<file path="config.mk">
export PLATFORM = sky130hd
export DESIGN_NAME = sram_port_arbiter
export DESIGN_NICKNAME = d
export VERILOG_FILES = /design/src/rtl/sram_port_arbiter.sv
export SDC_FILE = /design/constraint.sdc
export NUM_CORES = 1
export LEC_CHECK = 0
export CAP_MARGIN = 5
export CELL_PAD_IN_SITES_DETAIL_PLACEMENT = 0
export CELL_PAD_IN_SITES_GLOBAL_PLACEMENT = 1
export CORE_ASPECT_RATIO = 1.25
export CORE_MARGIN = 10
export CORE_UTILIZATION = 10
export DETAILED_ROUTE_END_ITERATION = 7
export PLACE_DENSITY_LB_ADDON = 0.15
export REMOVE_ABC_BUFFERS = 1
export SLEW_MARGIN = 5
export SYNTH_ARGS = -nofsm -noshare
export SYNTH_HDL_FRONTEND = slang
export SYNTH_SLANG_ARGS = --single-unit
</file>
<file path="constraint.sdc">
create_clock -name clk -period 1.7 [get_ports clk]
set_input_delay 0.34 -clock clk [delete_from_list [all_inputs] [get_ports clk]]
set_output_delay 0.34 -clock clk [all_outputs]
set_load 0.1 [all_outputs]
</file>
<file path="src/rtl/sram_port_arbiter.sv">
// sram_port_arbiter
// Shares one single-port synchronous SRAM (1-cycle read latency) between the
// instruction-fetch port (I, read only) and the data port (D, read/write).
// The grant is evaluated combinationally every cycle, so the winner sees
// addr_ok in the same cycle it requests. A small FSM remembers which port
// owns the data phase of the access issued in the previous cycle and routes
// sram_rdata back to that port. One access per cycle, no bubbles.
module sram_port_arbiter #(
    parameter int RR_MODE    = 0,   // 0: D priority + I anti-starvation, 1: round-robin
    parameter int MAX_STARVE = 4    // contested cycles I may lose before it is forced to win
) (
    input  logic        clk,
    input  logic        rst,
    input  logic        i_req,
    input  logic [31:0] i_addr,
    output logic        i_addr_ok,
    output logic        i_data_ok,
    output logic [31:0] i_rdata,
    input  logic        d_req,
    input  logic        d_wr,
    input  logic [3:0]  d_wstrb,
    input  logic [31:0] d_addr,
    input  logic [31:0] d_wdata,
    output logic        d_addr_ok,
    output logic        d_data_ok,
    output logic [31:0] d_rdata,
    output logic        sram_en,
    output logic [3:0]  sram_we,
    output logic [31:0] sram_addr,
    output logic [31:0] sram_wdata,
    input  logic [31:0] sram_rdata
);

    localparam int CW = (MAX_STARVE < 1) ? 1 : $clog2(MAX_STARVE + 1);
    localparam logic [CW-1:0] STARVE_MAX = CW'(MAX_STARVE);

    typedef enum logic [1:0] {
        IDLE   = 2'd0,
        RESP_I = 2'd1,
        RESP_D = 2'd2
    } state_t;

    state_t          state_r;
    state_t          state_nxt_s;
    logic [CW-1:0]   starve_cnt_r;
    logic [CW-1:0]   starve_cnt_nxt_s;
    logic            last_grant_i_r;     // 1: last grant went to I, 0: to D
    logic            last_grant_i_nxt_s;
    logic            d_wr_r;             // outstanding D access is a write
    logic            d_wr_nxt_s;
    logic            grant_i_s;
    logic            grant_d_s;

    // Saturating increment of the starvation counter.
    function automatic logic [CW-1:0] sat_inc(input logic [CW-1:0] cnt);
        logic [CW-1:0] res;
        if (cnt >= STARVE_MAX) begin
            res = STARVE_MAX;
        end else begin
            res = cnt + CW'(1);
        end
        return res;
    endfunction

    // Per-cycle grant decision; nothing is granted while reset is held.
    always_comb begin
        grant_i_s = 1'b0;
        grant_d_s = 1'b0;
        if (rst) begin
            grant_i_s = 1'b0;
            grant_d_s = 1'b0;
        end else if (i_req && d_req) begin
            if (RR_MODE != 0) begin
                grant_i_s = ~last_grant_i_r;
            end else begin
                grant_i_s = (starve_cnt_r == STARVE_MAX);
            end
            grant_d_s = ~grant_i_s;
        end else begin
            grant_i_s = i_req;
            grant_d_s = d_req;
        end
    end

    // Next-state logic: data-phase owner, starvation counter, last winner.
    always_comb begin
        state_nxt_s        = IDLE;
        starve_cnt_nxt_s   = starve_cnt_r;
        last_grant_i_nxt_s = last_grant_i_r;
        d_wr_nxt_s         = 1'b0;

        if (grant_i_s) begin
            state_nxt_s        = RESP_I;
            last_grant_i_nxt_s = 1'b1;
        end else if (grant_d_s) begin
            state_nxt_s        = RESP_D;
            last_grant_i_nxt_s = 1'b0;
            d_wr_nxt_s         = d_wr;
        end else begin
            state_nxt_s        = IDLE;
            last_grant_i_nxt_s = last_grant_i_r;
        end

        if (RR_MODE != 0) begin
            starve_cnt_nxt_s = '0;
        end else if (grant_i_s) begin
            starve_cnt_nxt_s = '0;
        end else if (grant_d_s && i_req) begin
            starve_cnt_nxt_s = sat_inc(starve_cnt_r);
        end else begin
            starve_cnt_nxt_s = starve_cnt_r;
        end
    end

    // State registers; reset drops any outstanding access.
    always_ff @(posedge clk or posedge rst) begin
        if (rst) begin
            state_r        <= IDLE;
            starve_cnt_r   <= '0;
            last_grant_i_r <= 1'b0;
            d_wr_r         <= 1'b0;
        end else begin
            state_r        <= state_nxt_s;
            starve_cnt_r   <= starve_cnt_nxt_s;
            last_grant_i_r <= last_grant_i_nxt_s;
            d_wr_r         <= d_wr_nxt_s;
        end
    end

    // Address phase: the winner drives the SRAM and sees addr_ok this cycle.
    always_comb begin
        i_addr_ok  = grant_i_s;
        d_addr_ok  = grant_d_s;
        sram_en    = grant_i_s | grant_d_s;
        sram_we    = 4'h0;
        sram_addr  = 32'h0;
        sram_wdata = 32'h0;
        if (grant_i_s) begin
            sram_addr = i_addr;
        end else if (grant_d_s) begin
            sram_addr  = d_addr;
            sram_wdata = d_wdata;
            sram_we    = d_wr ? d_wstrb : 4'h0;
        end else begin
            sram_addr = 32'h0;
        end
    end

    // Data phase: route SRAM read data to the owner; the other port sees 0.
    always_comb begin
        i_data_ok = 1'b0;
        i_rdata   = 32'h0;
        d_data_ok = 1'b0;
        d_rdata   = 32'h0;
        if (rst) begin
            i_data_ok = 1'b0;
            d_data_ok = 1'b0;
        end else begin
            case (state_r)
                RESP_I: begin
                    i_data_ok = 1'b1;
                    i_rdata   = sram_rdata;
                end
                RESP_D: begin
                    d_data_ok = 1'b1;
                    d_rdata   = d_wr_r ? 32'h0 : sram_rdata;
                end
                default: begin
                    i_data_ok = 1'b0;
                    d_data_ok = 1'b0;
                end
            endcase
        end
    end

endmodule

</file>
==> out/results.txt, run 1 <==
The actual transition at the worst max-transition pin was 0.273 ns; the delay of the slowest critical-path stage was 0.37 ns. The die is 124 µm wide. Across all hold checks on the routed design, the worst slack comes to 0.320 ns. The static power due to leakage was 2.91 nW. STA classifies the critical path endpoint as a primary output. The maximum vdd drop is 0.000286 V. The number of placed instances, taps included, is 626. The clock latency on the worst-skew pair was 0.23 ns. The worst setup path is launched from a register. Global-route usage over all layers: 13.7%. At the end of routability-driven placement, the weighted congestion stood at 0.720.

The run finished, with violations left. The die covers 18700 µm². Of all nets on the critical path, the largest fanout is 9.

The count of synthesis-stage warnings from yosys was 0; the post-route clock skew was 0.00261 ns. The logs give 22 for the distinct cell type count after synthesis and 2 for the worst-case clock buffer depth. Across the run, the number of max-cap violations was 0. The checks that failed: negative setup slack. The synthesized netlist occupies a cell area of 1360 µm². Averaged over all synthesized cells, the footprint is 7.62 µm². The finished layout holds 657 standard cells, fillers aside. The classification of the worst-slack hold path was in2async. The run gives 19800 µm as the first-pass GRT wire length.

The total number of nets in the final design is 627. Input and output buffers added on the ports amount to 273. Walking the worst path, the cells encountered are inv_2 -> ha_4 -> nand3_2 -> and3_4 -> clkbuf_16 -> a22o_4 -> buf_12.

The run gives 0.00298 W as the total power consumption of the routed design. Derived from the worst setup path, the maximum achievable clock frequency is 480 MHz. The number of standard-cell rows in the floorplan is 47. The via density per instance is 4.02, and the sequential fraction of the synthesis area is 11.0%.

Buffers inserted during clock tree synthesis total 3. In the layout the commonest cells are buf_12, clkdlybuf4s50_1, and2_4. The floorplan step set the die height to 151 µm. Cells fill 51.1% of the core in the end. The iteration-0 DRC count of the detailed router was 41; the multiplexer share of the synthesized area was 0%.

For the via count of the first global-routing pass, the log shows 2933. Cell type with the largest total area after synthesis: and2_1. The critical path is of the reg2out type. Of the cells placed in the final design, the portion with a size suffix greater than 1 is 66.3%. By area, the combinational part of the netlist is dominated by simple AND/OR/NAND/NOR gates.

Global routing finished with a remaining overflow of 0. Clock input transition at the sequential cells of the worst setup and hold paths: 0.03 ns. The number of hold buffers added after CTS was 0. Summing the areas of all and, or, nand and nor instances in the mapped netlist gives 53.6% of the synthesized area. For the initial core utilization, the log shows 10.3%. The first TritonRoute pass finished after 4 iterations. The core region is 13300 µm². In the synthesized netlist, the number of instances is 179. The adder and majority cell fraction of the synthesized area works out to 1.83%. The run gives 0 as the final-report max-slew violation count. The share of Yosys cell area claimed by the top area cell type is 44.5%. The share of the synthesized area in compound gates (AO/OA/AOI/OAI) was 23.1%; the final routed wire length divided by cell count was 22.0 µm.

The tools report the total detailed-routing wirelength as 14400 µm. The power per cell area came out at 439 nW/µm². The worst path required time was 1.36 ns. The final-report hold violation count was 0. The leading cell type in the layout, fill and taps excluded is buf_12. Sorting the synthesized cells by area gives the leading types as and2_1, a22o_1, dfrtp_1. Number of failing setup endpoints in the final timing report: 136. For this design, the slowest cell found on the critical path is dfrtp_1. The pin count of the biggest net entering global routing was 35; the diode insertion count for antenna repair was 0.

The number of buffers and inverters on the critical path is 3. Once detailed placement completed, the half-perimeter wirelength came to 11500 µm. The logs give 0 for the post-detailed-route count of antenna-violating nets and 1 for the number of antenna violations at the first check in global routing.

Across all layers, the routed design uses 2643 vias. The clock net in this run drives a total of 6 sinks. The critical path's top delay family was buffers and inverters. The final worst setup slack was -0.382 ns. For the post-route DRC violation count, the log shows 0. In this run, synthesis produced a sequential element count of 6.

Clock tree synthesis selected as its root buffer the cell clkbuf_16. For the number of H-tree branching levels, the log shows 1. The post-layout minimum cycle time works out to 2.08 ns.

The ratio of final minimum period to clock period was 122%; the number of primary I/O pins was 274. TritonCTS built the clock tree. The tools report the data arrival time at the worst-slack endpoint as 1.74 ns. The run gives 81.5% as the relative slew slack. Of the total synthesized cell area, the portion taken by XOR and XNOR cells is 0%. Setup repair after global routing could not meet its margin everywhere. The synthesis-to-finish area growth works out to 398%.
## flip-flops by register name, summed over array words and instances (netlist names)
signal,count
d_wr_r,1
starve_cnt_r,3
state_r,2
## final cells by class
type                    instances  area, µm²
clock buffers                   3       75.1
fillers                      1217       6500
inverters                       3       11.3
multi-input cells             154       1600
flip-flops and latches          6        150
well taps                     171        214
repair buffers                320       4740
## worst register-to-register path, delay by kind of cell, from the launching register on
family / cells / cell delay (ns)
buffers and inverters: 5 / 0.59
DFF: 1 / 0.37
and+or+nand+nor: 2 / 0.10
adders and majority gates: 1 / 0.14
AOI/OAI and AO/OA: 1 / 0.20
## synth_stat cells (all sizes together)
master	n
a21o	1
a21oi	1
a22o	32
a31oi	1
and2	97
and2b	1
and3	6
buf	14
clkbuf	3
dfrtp	6
ha	2
inv	3
nand2	2
nand2b	1
nand3	1
nand3b	1
nor2	3
nor3b	2
nor4b	1
o21ai	1
## routing by layer
metal	vias to the layer above	track usage, %	routed length (µm)
met5	-	0	0
met4	0	1.93	76
met3	7	9.18	2160
met2	211	22.9	6790
met1	1201	14.4	5420
li1	1224	-	-
## final timing paths
kind,from,to,slack [ns],cells past startpoint
max,starve_cnt_r[1],sram_addr[17],-0.38,7
min,rst,starve_cnt_r[2],0.32,3
max reg2reg,starve_cnt_r[1],starve_cnt_r[2],0.18,9
min reg2reg,starve_cnt_r[2],starve_cnt_r[2],0.59,2
max in group asynchronous,rst,state_r[1],1.26,3
min in group clk,starve_cnt_r[2],starve_cnt_r[2],0.59,2
## where the power goes
group          internal [W]  leakage (nW)  switching [W]  total [W]
Sequential         0.000161        0.0797      0.0000143   0.000176
Combinational       0.00109          2.79        0.00134    0.00242
Clock              0.000302        0.0370      0.0000799   0.000382
Total               0.00155          2.91        0.00143    0.00298
## cells by family after synthesis
logic type,after synthesis
simple gates,115
compound gates,36
buf+inv,20
flops,6
fa+ha+maj,2
## repair_timing
| action | 4_1_cts | 5_1_grt |
|---|---|---|
| setup endpoints to repair | 137 | 135 |
| resized for setup | 124 | 53 |
| gates cloned | 9 | 6 |
| setup buffers | 19 | 4 |
| pin swaps | 64 | 16 |
| hold endpoints to repair | 0 | 0 |
## metrics by stage
step	area (µm²)	setup TNS, ns	setup WS (ns)
floorplan	1230	-244.59	-2.01
global placement	5740	-61.21	-0.559
finish	6790	-38.40	-0.382
detailed placement	5740	-63.08	-0.535
global route	6790	-47.68	-0.461
CTS	6520	-44.13	-0.410
Power figures use the tool's default switching activity.
==> inputs of run 2 (changes only) <==
- CORE_UTILIZATION: 10 -> 11
- clock period: 1.7 -> 2.5 ns (I/O delays scaled with it)
==> out/results.txt, run 2 (same netlist as run 1, synthesis figures left out) <==
In this run the cell area measured after placement is 5700 µm². The filler cells instantiated in the layout total 1125. The critical-path cell with the highest stage delay is clkdlybuf4s50_1.

The first-pass GRT wire length was 16900 µm. Summing all multi-input logic gate instances after layout gives 1080 µm². The number of H-tree branching levels came out at 1. Routability-driven placement finished with a final weighted congestion of 0.720. The number of flip-flops in the largest register is 3, and the final-report max-slew violation count is 0. Pin placement for this block handled 274 I/O pins. The clock passes through at most 2 buffers. The repair_antennas step left the layout with diodes totalling 0. Counting cells, the worst reg-to-reg path comes to 6. In the final layout, the registers with the most flip-flops are starve_cnt_r: 3 flops, state_r: 2 flops, d_wr_r: 1 flops.

For the pin with the worst max-slew slack, the measured transition is 0.241 ns. The die covers 17300 µm². The critical path goes through clkdlybuf4s50_1 -> buf_4 -> nand2b_4 -> a21oi_4 -> buf_12 -> a22o_1 -> buf_12.

The length of the first detailed-routing pass in iterations was 3. The worst register-to-register path begins at starve_cnt_r[0]. The via count of the first global-routing pass was 2647; the total vias in the final route was 2396. Summed over all failing endpoints, the final setup total negative slack is 0 ns. Data arrival time at the worst-slack endpoint: 1.95 ns.

The critical path's most frequent cell is buf_12. In this run the power density over the cells is 312 nW/µm². Capture instance of the worst register-to-register path: d_wr_r. During placement, the flow inserted port buffers numbering 273. In the routed design, unresolved DRC markers number 0. VDD sags by at most 0.000175 V.

The worst path required time is 2.00 ns, and the relative slew slack is 83.7%. The classification of the worst-slack hold path was in2async. Measured along the x axis, the die boundary spans 120 µm. The tools report the maximum clock frequency as 409 MHz. The final-report hold violation count is 0. The run gives 0 as the max capacitance violation total. The ratio of final minimum period to clock period is 97.9%.

The via density per instance came out at 3.90. TritonCTS built the clock tree. The flow ran to the end, and the final reports show no timing, DRC or antenna violations. After clock tree synthesis, the clock-pin slew on the worst setup and hold paths is 0.03 ns. After global routing the overflow that remains totals 0.

Summed over all cells, the static leakage comes to 2.39 nW. The initial core utilization was 11.2%. For this design, the sink count on the clock tree is 6. The leading cell type in the layout, fill and taps excluded was buf_12. Once layout is done, the placed cells without fillers occupy 5780 µm². The tools report the number of failing setup endpoints in the final timing report as 0. The run gives 1.07 ns as the setup slack of the worst register-to-register path. Clock skew on the completed layout was measured at 0.000566 ns. The region available for standard cell placement spans 12200 µm². Summed over all nets, the half-perimeter wirelength after detailed placement is 11000 µm.

The final routed wire length divided by cell count is 19.3 µm, and the number of antenna violations at the first check in global routing is 0. Row generation in the floorplan step produced 45 rows. In this run the post-CTS setup repair buffer count came out at 0.

Entering global routing, the biggest net connects 40 pins. Critical path's top delay family: buffers and inverters. Measured on the finished design, the core utilization comes to 47.5%.

Summed over all layers, the routed wires come to 11800 µm. The element type at the critical path end is a primary output. The largest fanout on the critical path came out at 35.

The cell sitting at the root of the clock tree is a clkbuf_16. The completed layout was analyzed and its total power is 0.00181 W. For the post-detailed-route count of antenna-violating nets, the log shows 0. By startpoint and endpoint, the worst setup path is classified as in2out.

More flip-flops sit in one register than any other, and that register is starve_cnt_r. Setup repair after global routing could not meet its margin everywhere. The logs give 591 for the total number of nets in the final design and 0.23 ns for the clock latency on the worst-skew pair. The post-layout minimum cycle time was 2.45 ns; the delay of the slowest critical-path stage was 0.48 ns. In the global route stage, overall resource usage came out at 12.8%. The category of the worst setup path launch point is an input port.

From bottom edge to top edge, the die measures 144 µm. In the final layout, the share of cells above drive strength 1 is 35.6%. For this block, the initial DRC count from the detailed router was 37.

The synthesis-to-finish area growth came out at 324%. In the final layout, flip-flops and latches occupy 150 µm². In the layout the commonest cells are buf_12, clkdlybuf4s50_1, and2_1.

The number of clock buffers added by TritonCTS is 3. The number of buffers and inverters on the critical path is 4.
[run 2: cell types whose count changed in the layout (fill, tap and decap cells not counted), moves of 19 or more]
| cell | before | now |
|---|---|---|
| and2_1 | 6 | 96 |
| buf_6 | 19 | 0 |
| and2_4 | 91 | 1 |
| a22o_4 | 26 | 1 |
| a22o_1 | 6 | 31 |
[run 2: worst max path at each step]
stage	from	endpoint	slack, ns	cells past startpoint
2_1_floorplan	starve_cnt_r[0]	sram_we[0]	-1.37	5
3_3_place_gp	rst	d_rdata[12]	-0.02	6
3_5_place_dp	rst	d_rdata[25]	-0.04	6
4_1_cts	i_req	sram_addr[13]	0.03	7
5_1_grt	i_req	sram_addr[13]	-0.02	7
6_report	i_req	sram_addr[13]	0.05	7
[run 2: through the flow]
stage          hold WS (ns)  std cells  worst slack [ns]
6_report              0.485        614            0.0534
5_1_grt               0.517        614           -0.0158
4_1_cts               0.488        614            0.0254
3_3_place_gp          0.496        611           -0.0173
3_5_place_dp          0.510        611           -0.0447
2_1_floorplan         0.268        162             -1.37
[run 2: worst reg2reg max path, stage by stage, from the launching register on]
cell and delay, ns:
dfrtp_1 0.40, inv_1 0.07, ha_1 0.16, nand3_1 0.09
and3_2 0.27, buf_12 0.17, and2_1 0.17
[run 2: area by class of cell]
class                   instances  area share, %
multi-input cells             153           18.7
well taps                     164           3.55
clock buffers                   3           1.30
inverters                       3          0.195
repair buffers                285           73.6
flip-flops and latches          6           2.60
[run 2: power by group]
group | switching [W] | internal [W]
combinational | 0.000836 | 0.000592
sequential | 0.0000109 | 0.000110
clock | 0.0000529 | 0.000205
[run 2: timing repair]
item                       4_1_cts  5_1_grt
hold buffers                     0        0
gates resized for setup          1        2
setup endpoints to repair       71       16
[run 2: layer usage]
metal  vias up  share of wire [%]  track usage, %
met2       210                 43            20.1
met1      1035                 37            13.1
met3         6                 19            10.1
met5         -                  0               0
li1       1145                  -               -
met4         0               0.63            2.48
==> inputs of run 3 (changes only) <==
- ABC_AREA: default -> 1
- CORE_UTILIZATION: 11 -> 13
==> out/results.txt, run 3 <==
The congestion estimate from routability-driven global placement came to 0.783. Dividing the synthesized area by the synthesized cell count gives 4.86 µm². For this run the aggregate overflow at the end of global routing stands at 0. Setup repair after global routing left no endpoint under its margin. The post-route DRC violation count was 0; the cts-stage hold buffer count was 0. During I/O placement, the number of pins put on the boundary was 274. The actual transition at the worst max-transition pin came out at 0.348 ns. In the synthesized netlist the dominant register cell turns out to be dfrtp_1.

The classification of the worst-slack hold path was in2async. The critical path's top delay family is buffers and inverters. The total area inside the core boundary comes to 13700 µm². Relative to the synthesized area, the layout overhead comes to 245%. For this run, the slowest stage of the critical path takes 0.55 ns.

Of the cells placed in the final design, the portion with a size suffix greater than 1 is 26.3%. Across the run, the number of max-cap violations was 0. Synthesis handed over a netlist of 370 instances.

The analysis attributes to cell leakage a power of 2.93 nW. By count the netlist is led by nor2_1, nand3_1, inv_1. The die covers 19000 µm². The register with the most flip-flops in the layout has 3 of them.

For this design the ratio of total power to cell area is 317 nW/µm². The capture instance of the worst register-to-register path was d_wr_r. Counting flops per register, the top entry is starve_cnt_r. The number of buffers and inverters on the critical path was 4; the final-report hold violation count was 0. The number of H-tree branching levels was 1; the number of input and output port buffers inserted was 273. For this block, the initial DRC count from the detailed router was 106. Of all nets on the critical path, the largest fanout is 19. First-pass GRT wire length: 19700 µm. After clock tree synthesis, the clock-pin slew on the worst setup and hold paths is 0.03 ns.

The critical path runs through a total of 7 cells. In this run, synthesis produced a sequential element count of 6. TritonCTS created 3 clock buffers. In this run the vertical extent of the chip is 151 µm. For the initial core utilization, the log shows 13.1%. The tools report the count of synthesis-stage warnings from yosys as 0.

The clock net in this run drives a total of 6 sinks. After synthesis, the share of flip-flops with an asynchronous set or reset is 100%. The run gives 76.6% as the relative slew slack. Class of the most critical setup path: in2out. The largest registers in the layout are starve_cnt_r: 3 flops, state_r: 2 flops, d_wr_r: 1 flops.

The flow ran to the end, and the final reports show no timing, DRC or antenna violations. The worst setup path is captured at a primary output. Ranked by total cell area, the synthesized netlist is headed by nand3_1, nor2_1, inv_1. Diode insertion count for antenna repair: 0. nor2_1 is the most common cell in the netlist.

For the worst path required time, the log shows 2.00 ns. Clock tree synthesis selected as its root buffer the cell clkbuf_16. The first detailed-routing pass ran for 6 iterations. The tools report the category of the worst setup path launch point as an input port. Reg-to-reg startpoint: starve_cnt_r[0].

The setup check on the worst reg-to-reg path leaves a slack of 1.24 ns. VDD sags by at most 0.000128 V. The worst path uses 95.0% of the clock period. Final worst setup slack: 0.126 ns. The library cell used most frequently in the layout, excluding fill and tap cells, is buf_12. For the filler cell count in the final layout, the log shows 1355. In this run the deepest clock path goes through 2 buffers. In the routed layout, each cell is associated on average with a via count of 4.07.

The via count of the first global-routing pass was 3417; the total power consumption of the routed design was 0.00197 W. The later pin in the worst-skew pair is clocked with a latency of 0.23 ns. In this run the post-CTS setup repair buffer count came out at 0. The cell type with the largest total area after synthesis was nand3_1.

In this run the cell area of the synthesized design comes to 1800 µm². After floorplanning, the core was divided into 48 placement rows. Summed over all failing endpoints, the final setup total negative slack is 0 ns. STA puts the critical path data arrival time at 1.87 ns.

The largest individual stage delay along the critical path comes from the cell clkdlybuf4s50_1. The distinct cell type count after synthesis is 17. The half-perimeter wire length of the detailed placement result was 11600 µm; the number of gates given a new drive strength after cts was 0. The final-report max-slew violation count was 0; the count of flip-flops with a built-in enable after synthesis was 0. Summing all placed instances gives a cell area of 6130 µm².

The finished cells cover 6200 µm². The library cells used most frequently in the layout, excluding fill and tap cells, are buf_12, clkdlybuf4s50_1, nor2_1. Summed over all layers, the routed wires come to 13200 µm. For this run, the register share of the synthesized area comes to 8.35%. The run gives 0.00132 ns as the post-route clock skew.

Among the stages of the critical path, the cell type that occurs most often is buf_12. TritonCTS built the clock tree. The count of nets left with antenna violations once routing finished came out at 0.

The global-route usage over all layers was 12.7%. The tools report the number of antenna violations at the first check in global routing as 0. Entering global routing, the biggest net connects 34 pins. For the total vias in the final route, the log shows 3293.

OpenSTA, run right after detailed placement, puts the worst setup slack at 0.119 ns. Total number of nets in the final design: 775. Setup violations remaining at the end of the flow were counted as 0. The signal on the critical path passes through clkdlybuf4s50_1 -> inv_2 -> nor2_8 -> buf_12 -> nand3_1 -> nand2_1 -> buf_12. Dividing the detail-routed wire length by the instance count gives 16.3 µm. Measured along the x axis, the die boundary spans 125 µm.

For this run, the top clock speed supported by timing is 421 MHz. For the finished layout, the period the worst path requires is 2.37 ns. After synthesis, the largest area contributor takes up 27.6% of total cell area. The number of cells on the worst reg-to-reg path is 6.
run 3: cell types whose count changed after synthesis, moves of 6 or more:
cell / before / now
and2_1: 97 / 0
nor2_1: 3 / 102
a22o_1: 32 / 0
and3_1: 6 / 0
inv_1: 2 / 76
nand2_1: 2 / 46
nand3_1: 1 / 99
buf_4: 0 / 9
run 3: worst max-delay path by stage:
stage                     startpoint       endpoint  slack [ns]
after floorplan                  rst      d_data_ok       -0.60
after global placement         i_req  sram_addr[15]        0.15
after detailed placement       i_req  sram_addr[25]        0.12
after CTS                      i_req  sram_addr[25]        0.11
after global routing           i_req  sram_addr[25]        0.05
final                          i_req  sram_addr[25]        0.13
run 3: metal layers:
| metal | GRT usage (%) | vias to the layer above | share of wire [%] |
|---|---|---|---|
| met4 | 2.60 | 0 | 0.83 |
| met3 | 7.17 | 10 | 14 |
| met1 | 13.3 | 1450 | 37 |
| met2 | 22.0 | 193 | 48 |
| li1 | - | 1640 | - |
| met5 | 0 | - | 0 |
run 3: kinds of logic after synthesis:
logic type               count (synthesis)  share of synthesized area, %
AND/OR/NAND/NOR                        254                          63.0
buffers and inverters                  108                          27.2
flip-flops                               6                          8.35
adder cells (fa/ha/maj)                  2                          1.39
run 3: layout make-up:
cell class              instances  area [µm²]  share of cell area (%)
flip-flops and latches          6         150                    2.42
multi-input cells             256        1160                    18.7
well taps                     175         219                    3.53
inverters                      79         297                    4.78
repair buffers                290        4300                    69.4
clock buffers                   3        75.1                    1.21
run 3: worst reg2reg max path: stages (launching register included):
cell and delay (ns):
dfrtp_1 0.39, inv_1 0.09, ha_1 0.18, nand3_2 0.15, nand2_4 0.13, buf_12 0.15
nor2_1 0.05
run 3: power breakdown:
| group | switching [W] | internal, W | total, W |
|---|---|---|---|
| Sequential | 0.0000101 | 0.000110 | 0.000120 |
| Combinational | 0.000974 | 0.000615 | 0.00159 |
| Clock | 0.0000513 | 0.000205 | 0.000256 |
| Total | 0.00104 | 0.000929 | 0.00197 |
run 3: through the flow:
stage | hold WS (ns) | utilization [%] | cells
finish | 0.412 | 45.3 | 809
CTS | 0.422 | 45.3 | 809
detailed placement | 0.519 | 44.7 | 806
global route | 0.428 | 45.3 | 809
floorplan | 0.271 | - | 341
global placement | 0.497 | 44.7 | 806
